--- src/rtl/frontend_xbar.sv ---
// Receive-path crossbar: routes any ADC frontend to any DSP channel, with blanking on
// select changes, staged select updates and an overflow monitor on the settings bus.
module frontend_xbar #(
    parameter int unsigned BASE         = 0,
    parameter int unsigned NUM_IN       = 2,
    parameter int unsigned NUM_OUT      = 4,
    parameter int unsigned WIDTH        = 24,
    parameter int unsigned BLANK_CYCLES = 8
) (
    input  logic                       clk,
    input  logic                       rst_n,
    input  logic                       set_stb,
    input  logic [7:0]                 set_addr,
    input  logic [31:0]                set_data,
    input  logic [NUM_IN*WIDTH-1:0]    i_in,
    input  logic [NUM_IN*WIDTH-1:0]    q_in,
    input  logic [NUM_IN-1:0]          ovf_i_in,
    input  logic [NUM_IN-1:0]          ovf_q_in,
    input  logic [NUM_OUT-1:0]         run_in,
    output logic [NUM_OUT*WIDTH-1:0]   i_out,
    output logic [NUM_OUT*WIDTH-1:0]   q_out,
    output logic [NUM_OUT-1:0]         run_out,
    output logic [NUM_OUT-1:0]         ovf_i_out,
    output logic [NUM_OUT-1:0]         ovf_q_out,
    output logic [NUM_OUT-1:0]         switching,
    output logic [31:0]                status
);

    localparam int unsigned SEL_W      = 2 * NUM_OUT;
    localparam logic [7:0]  ADDR_SEL   = 8'(BASE);
    localparam logic [7:0]  ADDR_CTRL  = 8'(BASE + 1);
    localparam logic [7:0]  ADDR_APPLY = 8'(BASE + 2);
    // The counter is loaded one short so BLANK lasts exactly BLANK_CYCLES cycles.
    localparam logic [7:0]  BLANK_LOAD = (BLANK_CYCLES > 0) ? 8'(BLANK_CYCLES - 1) : 8'd0;

    typedef enum logic {ST_RUN, ST_BLANK} state_t;

    logic                wr_sel;
    logic                wr_ctrl;
    logic                wr_apply;
    logic                clr_ovf;
    logic [SEL_W-1:0]    shadow_reg;
    logic [SEL_W-1:0]    active_reg;
    logic [SEL_W-1:0]    active_next;
    logic                staged_reg;
    logic [NUM_IN-1:0]   ovf_vec;
    logic [NUM_IN-1:0]   sticky_reg;
    logic [NUM_IN-1:0]   sticky_next;
    logic [15:0]         cnt_reg;
    logic [15:0]         cnt_next;
    logic [NUM_OUT-1:0]  switching_vec;
    logic [31:0]         status_reg;

    logic [WIDTH-1:0]    i_src [4];
    logic [WIDTH-1:0]    q_src [4];
    logic [3:0]          ovf_i_src;
    logic [3:0]          ovf_q_src;

    assign wr_sel   = set_stb && (set_addr == ADDR_SEL);
    assign wr_ctrl  = set_stb && (set_addr == ADDR_CTRL);
    assign wr_apply = set_stb && (set_addr == ADDR_APPLY);
    assign clr_ovf  = wr_ctrl && set_data[1];

    // Pad the source set to four entries so a mute code never indexes past the inputs.
    for (genvar gi = 0; gi < 4; gi++) begin : g_src
        if (gi < NUM_IN) begin : g_real
            assign i_src[gi]     = i_in[gi*WIDTH +: WIDTH];
            assign q_src[gi]     = q_in[gi*WIDTH +: WIDTH];
            assign ovf_i_src[gi] = ovf_i_in[gi];
            assign ovf_q_src[gi] = ovf_q_in[gi];
        end else begin : g_pad
            assign i_src[gi]     = '0;
            assign q_src[gi]     = '0;
            assign ovf_i_src[gi] = 1'b0;
            assign ovf_q_src[gi] = 1'b0;
        end
    end

    always_comb begin
        active_next = active_reg;
        if (wr_sel && !staged_reg) begin
            active_next = set_data[SEL_W-1:0];
        end else if (wr_apply && staged_reg) begin
            active_next = shadow_reg;
        end
    end

    always_ff @(posedge clk or negedge rst_n) begin
        if (!rst_n) begin
            shadow_reg <= '0;
            active_reg <= '0;
            staged_reg <= 1'b0;
        end else begin
            if (wr_sel) begin
                shadow_reg <= set_data[SEL_W-1:0];
            end
            if (wr_ctrl) begin
                staged_reg <= set_data[0];
            end
            active_reg <= active_next;
        end
    end

    // A new overflow in the clearing cycle survives the clear.
    assign ovf_vec = ovf_i_in | ovf_q_in;

    always_comb begin
        sticky_next = sticky_reg | ovf_vec;
        cnt_next    = cnt_reg;
        if (clr_ovf) begin
            sticky_next = ovf_vec;
            cnt_next    = (|ovf_vec) ? 16'd1 : 16'd0;
        end else if ((|ovf_vec) && (cnt_reg != 16'hFFFF)) begin
            cnt_next = cnt_reg + 16'd1;
        end
    end

    always_ff @(posedge clk or negedge rst_n) begin
        if (!rst_n) begin
            sticky_reg <= '0;
            cnt_reg    <= '0;
            status_reg <= '0;
        end else begin
            sticky_reg <= sticky_next;
            cnt_reg    <= cnt_next;
            status_reg <= {cnt_reg, 8'(switching_vec), 4'b0000, 4'(sticky_reg)};
        end
    end

    assign status = status_reg;

    for (genvar gi = 0; gi < NUM_OUT; gi++) begin : g_lane
        state_t           state_reg;
        logic [7:0]       blank_cnt_reg;
        logic [1:0]       fld_cur;
        logic [1:0]       fld_nxt;
        logic             changed;
        logic             mute;
        logic [WIDTH-1:0] i_reg;
        logic [WIDTH-1:0] q_reg;
        logic             ovf_i_reg;
        logic             ovf_q_reg;
        logic             run_reg;
        logic             switching_reg;

        assign fld_cur = active_reg[2*gi +: 2];
        assign fld_nxt = active_next[2*gi +: 2];
        assign changed = (fld_nxt != fld_cur);
        assign mute    = (32'(fld_cur) >= NUM_IN);

        always_ff @(posedge clk or negedge rst_n) begin
            if (!rst_n) begin
                state_reg     <= ST_RUN;
                blank_cnt_reg <= '0;
                i_reg         <= '0;
                q_reg         <= '0;
                ovf_i_reg     <= 1'b0;
                ovf_q_reg     <= 1'b0;
                run_reg       <= 1'b0;
                switching_reg <= 1'b0;
            end else begin
                case (state_reg)
                    ST_RUN: begin
                        if (changed && (BLANK_CYCLES > 0)) begin
                            state_reg     <= ST_BLANK;
                            blank_cnt_reg <= BLANK_LOAD;
                        end
                    end
                    ST_BLANK: begin
                        if (changed) begin
                            blank_cnt_reg <= BLANK_LOAD;
                        end else if (blank_cnt_reg == 8'd0) begin
                            state_reg <= ST_RUN;
                        end else begin
                            blank_cnt_reg <= blank_cnt_reg - 8'd1;
                        end
                    end
                    default: state_reg <= ST_RUN;
                endcase

                switching_reg <= (state_reg == ST_BLANK);
                if ((state_reg == ST_BLANK) || mute) begin
                    i_reg     <= '0;
                    q_reg     <= '0;
                    ovf_i_reg <= 1'b0;
                    ovf_q_reg <= 1'b0;
                    run_reg   <= 1'b0;
                end else begin
                    i_reg     <= i_src[fld_cur];
                    q_reg     <= q_src[fld_cur];
                    ovf_i_reg <= ovf_i_src[fld_cur];
                    ovf_q_reg <= ovf_q_src[fld_cur];
                    run_reg   <= run_in[gi];
                end
            end
        end

        assign i_out[gi*WIDTH +: WIDTH] = i_reg;
        assign q_out[gi*WIDTH +: WIDTH] = q_reg;
        assign ovf_i_out[gi]            = ovf_i_reg;
        assign ovf_q_out[gi]            = ovf_q_reg;
        assign run_out[gi]              = run_reg;
        assign switching_vec[gi]        = switching_reg;
    end

    assign switching = switching_vec;

endmodule

--- config.mk ---
export PLATFORM = sky130hd
export DESIGN_NAME = frontend_xbar
export DESIGN_NICKNAME = d
export VERILOG_FILES = /design/src/rtl/frontend_xbar.sv
export SDC_FILE = /design/constraint.sdc
export NUM_CORES = 1
export LEC_CHECK = 0
export CAP_MARGIN = 40
export CORE_MARGIN = 3
export CORE_UTILIZATION = 49
export CTS_BUF_LIST = sky130_fd_sc_hd__clkbuf_8
export DETAILED_ROUTE_END_ITERATION = 10
export PLACE_DENSITY = 0.89
export SETUP_SLACK_MARGIN = 0.15
export SYNTH_ARGS = -nofsm -noshare
export SYNTH_HDL_FRONTEND = slang
export SYNTH_SLANG_ARGS = --single-unit
--- constraint.sdc ---
create_clock -name clk -period 2.4 [get_ports clk]
set_clock_uncertainty 0.2 [all_clocks]
set_input_delay 0.24 -clock clk [delete_from_list [all_inputs] [get_ports clk]]
set_output_delay 0.24 -clock clk [all_outputs]
set_load 0.02 [all_outputs]
## Word level (Yosys, flattened, before mapping)

Cells that the tools add are included.

| operators by class | value |
|---|---|
| add/sub/neg operators | 5 |
| $mul | 0 |
| divide/modulo/power cells | 0 |
| order comparisons | 12 |
| eq/ne operators | 15 |
| shift operators | 0 |
| multiplexer cells | 98 |
| bitwise gates (word level) | 10 |
| reductions and logical operators | 23 |

Operator list:

| cell | count |
|---|---|
| 2-to-1 mux 24 bit | 24 |
| binary-select mux 24 bit (select 2 bit) | 8 |
| 2-to-1 mux 8 bit | 14 |
| one-hot mux 8 bit (2 select lines) | 4 |
| zero test 8 bit | 5 |
| 2-to-1 mux 1 bit | 33 |
| 2-to-1 mux 16 bit | 2 |
| subtractor 8 x 1 -> 8 bit, second input constant | 4 |
| adder 16 x 1 -> 16 bit, second input constant | 1 |
| binary-select mux 1 bit (select 2 bit) | 8 |
| inequality test 16 bit, second input constant | 1 |
| >= comparator 3 bit, second input constant | 4 |
| less-than comparator 2 x 3 -> 1 bit, second input constant | 4 |
| inequality test 3 bit, second input constant | 4 |
| NOT 2 -> 3 bit | 4 |
| == test 8 x 1 -> 1 bit, second input constant | 1 |
| == test 8 x 2 -> 1 bit, second input constant | 1 |
| >= comparator 2 bit, second input constant | 4 |
| inequality test 2 bit | 4 |
| inequality test 2 bit, second input constant | 4 |
| one-hot mux 1 bit (2 select lines) | 4 |
| AND reduction 2 bit | 4 |
| logical AND 1 bit | 7 |
| logical OR 1 bit | 4 |
| 6 further kinds | 10 |

| word-level totals | value |
|---|---|
| flip-flop bits (word level) | 301 |
| bits in latches | 0 |
| bits in writable memories | 0 |
| ROM bits | 0 |
| output and inout port bits | 240 |
| word-level logic and storage cells | 201 |
| memories | 0 |

## Depth between registers and ports, before layout

| logic depth | value |
|---|---|
| word-level depth | 8 |
| gate-level depth with buffers | 7 |
| mapped depth without buffers | 7 |

## Least setup slack after synthesis

OpenSTA, ideal clock, no wires.

| timing path | value |
|---|---|
| kind | flip-flop to flip-flop |
| start point | reg g_lane[2].blank_cnt_reg[1] |
| end point | reg g_lane[2].blank_cnt_reg[7] |
| setup time | 0.078 ns |
| arrival time | 1.659 ns |
| path slack | 0.463 ns |
| cell stages (with the launch flop) | 5 |
| buffers on the path | 0 |
| period minus slack after synthesis | 1.937 ns |
| cells stage by stage | dfrtp_1 or4b_4 or2_1 or4_1 a21oi_1 |

| between the ends | value |
|---|---|
| longest elaborated chain between the ends | 4 |

Ends and longest elaborated chain:

| item | RTL line | RTL |
|---|---|---|
| start: declaration | 134 | `logic [7:0] blank_cnt_reg;` |
| start signal: assignment | 175 | `blank_cnt_reg <= blank_cnt_reg - 8'd1;` |
| subtractor 8 x 1 -> 8 bit | 175 |  |
| 2-to-1 mux 8 bit | 172 | `end else if (blank_cnt_reg == 8'd0) begin` |
| 2-to-1 mux 8 bit | 170 | `if (changed) begin` |
| one-hot mux 8 bit (2 select lines) | 162 | `case (state_reg)` |

Parallel ways exist; a longest one is shown, timed or not. The select of a mux whose other input is x is not followed.
A chain may end at the register's enable or synchronous reset.

## Worst setup path in the final report

| timing path | value |
|---|---|
| start point | reg g_lane[3].blank_cnt_reg[5] |
| end point | reg g_lane[3].blank_cnt_reg[4] |

| between the ends | value |
|---|---|
| longest elaborated chain between the ends | 3 |

Ends and longest elaborated chain:

| item | RTL line |
|---|---|
| start: declaration | 134 |
| start signal: assignment | 175 |
| zero test 8 bit | 172 |
| inequality test 3 bit (no source line) | n/a |
| AND reduction 2 bit (no source line) | n/a |

No other way between the ends.

==> run_results.csv <==
group,metric,value,unit
grt,grt_first_pass_wirelength,58.1,mm
detailed_routing,drc,0,
detailed_routing,first_pass_iters,5,
grt,grt_pass1_vias,10549,
finish,final_core_util,69.7,%
grt,met1_usage,30.8,%
synth,ys_warn_count,0,
worst_setup_path,cp.arrival,2.33,ns
detailed_routing,drtIter0Drc,667,
power_and_ir_drop,clockPowerShare,33.7,%
worst_setup_path,cp.required,2.62,ns
power_and_ir_drop,p_int,9.14,mW
placed_design,portBuffers,352,
detailed_routing,viasPerCell,5.39,
worst_setup_path,startpoint,"g_lane[3].blank_cnt_reg[5]$_DFFE_PN0P_",
synth,yosys.area.top_type,"dfrtp_1",
sta,post-route-min-period,2.12,ns
power_and_ir_drop,ir_drop,0.525,mV
synth,ys_async_sr_fraction,100,%
grt,grt.busiest_layer,"met2",
synth,synth_edf_count,0,
clocking,clockBufferDepth,3,
sta,holdWs,0.0330,ns
grt,use_met2,45.8,%
worst_setup_path,crit_fanout,5,
floorplan,io_pins,387,
placed_design,dp_hpwl,25.2,mm
synth,synth.cell_area,0.0127,mm²
synth,ys_seq_elements,301,
finish,final_common_cell,"clkdlybuf4s50_1",
flow_run,cap_viol_max_count,0,
grt,met3_usage,7.81,%
power_and_ir_drop,powerDensity,724,mW/mm²
power_and_ir_drop,pwr-share-comb,19.4,%
sta,finalSetupViolCount,0,
synth,yosys-top-cells-area,"dfrtp_1 59%, mux2i_1 16%, nor2_1 7.4%",
sta,tns,0,ns
clocking,htreeDepth,2,
worst_setup_path,reg2regPathDepth,5,
clocking,cts-root-buf,"clkbuf_8",
finish,final_cell_mix,"351 x clkdlybuf4s50_1, 297 x dfrtp_1, 250 x nor2_1",
detailed_routing,wire_per_inst,20.1,µm
floorplan,die_x,167,µm
sta,rsz0062_at_grt,"no",
clocking,cts_buffers,48,
hold_path,worstHoldStart,"run_in[1]",
sta,slew_headroom,44.6,%
grt,grtUsageTotal,26.2,%
status,outcome,"completed",
worst_setup_path,start_kind,"register",
worst_setup_path,worstSetupPathType,"reg -> reg",
detailed_routing,ant_nets,0,
power_and_ir_drop,netSwitchingFraction,28.5,%
floorplan,chipHeight,167,µm
finish,nets,1632,
power_and_ir_drop,p_leak,8.34,nW
synth,post_synth.cell_area_avg,11.5,µm²
clocking,cts_tree,"done",
worst_setup_path,r2r_start,"g_lane[3].blank_cnt_reg[5]$_DFFE_PN0P_",
finish,layout-drive-gt1-share,9.27,%
floorplan,rows,58,
grt,grt_max_degree,74,
floorplan,core_area,0.0253,mm²
clocking,clk_latency,0.53,ns
sta,tightest_slew,0.831,ns
clocking,post-cts-setup-buffers,0,
finish,n_fill_cell,1710,
detailed_routing,num_vias,9932,
sta,finalCritPeriodShare,88.1,%
floorplan,die_area,0.0279,mm²
worst_setup_path,critPathCaptureType,"register",
hold_path,min_path_type,"in -> reg",
sta,fmax,473,MHz
clocking,clock_sinks,301,
synth,synth_top_area_share,59.3,%
power_and_ir_drop,p_seq_share,46.9,%
synth,synth_ff_type,"dfrtp_1",
floorplan,start_util,50.1,%
synth,ys_seq_area_share,59.3,%
power_and_ir_drop,p_sw,3.63,mW
clocking,cts.reportedPaths.clkPinSlew,0.06,ns
synth,netlist_instances,1107,
detailed_routing,wirelength,36.9,mm
grt,antenna_found_initial,1,
finish,area_delta_synth_final,39.0,%
placed_design,routabilityCongestion,0.880,
synth,synth_cell_types,55,
hold_path,min_path_cells,3,
grt,grt_overflow,0,
sta,drv_slew,0,
sta,hold_viol,0,
## kinds of logic after synthesis
logic type               synth area share, %
AO/OA/AOI/OAI                           3.76
XOR/XNOR                                2.41
adder cells (fa/ha/maj)                0.493
buffers and inverters                   3.84
flip-flops                              59.3
multiplexers                            16.9
other                                 0.0295
AND/OR/NAND/NOR                         13.3
## worst paths after layout
path	end	slack [ns]
max	g_lane[3].blank_cnt_reg[4]$_DFFE_PN0P_	0.28
min in group asynchronous	status[20]$_DFF_PN0_	0.05
max in group asynchronous	g_lane[3].i_reg[18]$_DFF_PN0_	1.21
max reg2reg	g_lane[3].blank_cnt_reg[4]$_DFFE_PN0P_	0.28
min reg2reg	status[11]$_DFF_PN0_	0.18
min	g_lane[1].run_reg$_DFF_PN0_	0.03
## layer usage
metal	routed length (µm)	vias to the layer above
met5	0	-
met4	1260	0
met3	3130	94
met2	18600	419
met1	13900	4947
li1	-	4472
## through the flow
stage	instances	cell area (µm²)	total power [mW]	setup WS, ns
after CTS	1840	17600	12.9	0.285
after global placement	1759	16700	8.38	0.0815
after floorplan	1116	12700	7.48	0.463
after global routing	1841	17600	13.4	0.155
after detailed placement	1759	16700	8.54	0.0108
final	1841	17600	12.8	0.285
## worst max-delay path: stages (launching register included)
cell,delay [ns]
dfrtp_1,0.41
or4_1,0.55
nor3b_1,0.38
or3_1,0.19
xor2_1,0.19
nor2_1,0.07
## timing repair
item / 4_1_cts / 5_1_grt
hold buffers: 1 / 0
hold endpoints to repair: 282 / 0
resized for setup: 0 / 0
## final cells by class
cell class              count  area (µm²)  area share (%)
flip-flops and latches    301        7550            42.8
multi-input cells         714        4710            26.7
repair buffers            398        3960            22.5
clock buffers              59         812            4.60
well taps                 330         413            2.34
clock inverters            21         135           0.766
inverters                  17        63.8           0.362
diodes                      1        2.50          0.0142
## power groups by stage
stage               logic (mW)  registers (mW)  clock network [mW]
global placement          2.35            6.03                   0
global route              2.73            6.05                4.63
CTS                       2.50            5.98                4.39
detailed placement        2.47            6.07                   0
finish                    2.48            5.99                4.30
floorplan                 1.37            6.12                   0
## cell usage after synthesis, types with 7 or more instances
| cell | instances |
|---|---|
| dfrtp_1 | 301 |
| nand2_1 | 37 |
| nor4_1 | 9 |
| xor2_1 | 15 |
| a221o_1 | 7 |
| a21oi_1 | 16 |
| nor2_1 | 250 |
| buf_1 | 19 |
| inv_1 | 17 |
| xnor2_1 | 20 |
| nand3_1 | 10 |
| buf_2 | 9 |
| mux2_2 | 9 |
| buf_4 | 26 |
| o21ai_0 | 18 |
| nor3_1 | 20 |
| mux2i_1 | 204 |
| clkbuf_1 | 30 |
Power figures use the tool's default switching activity.
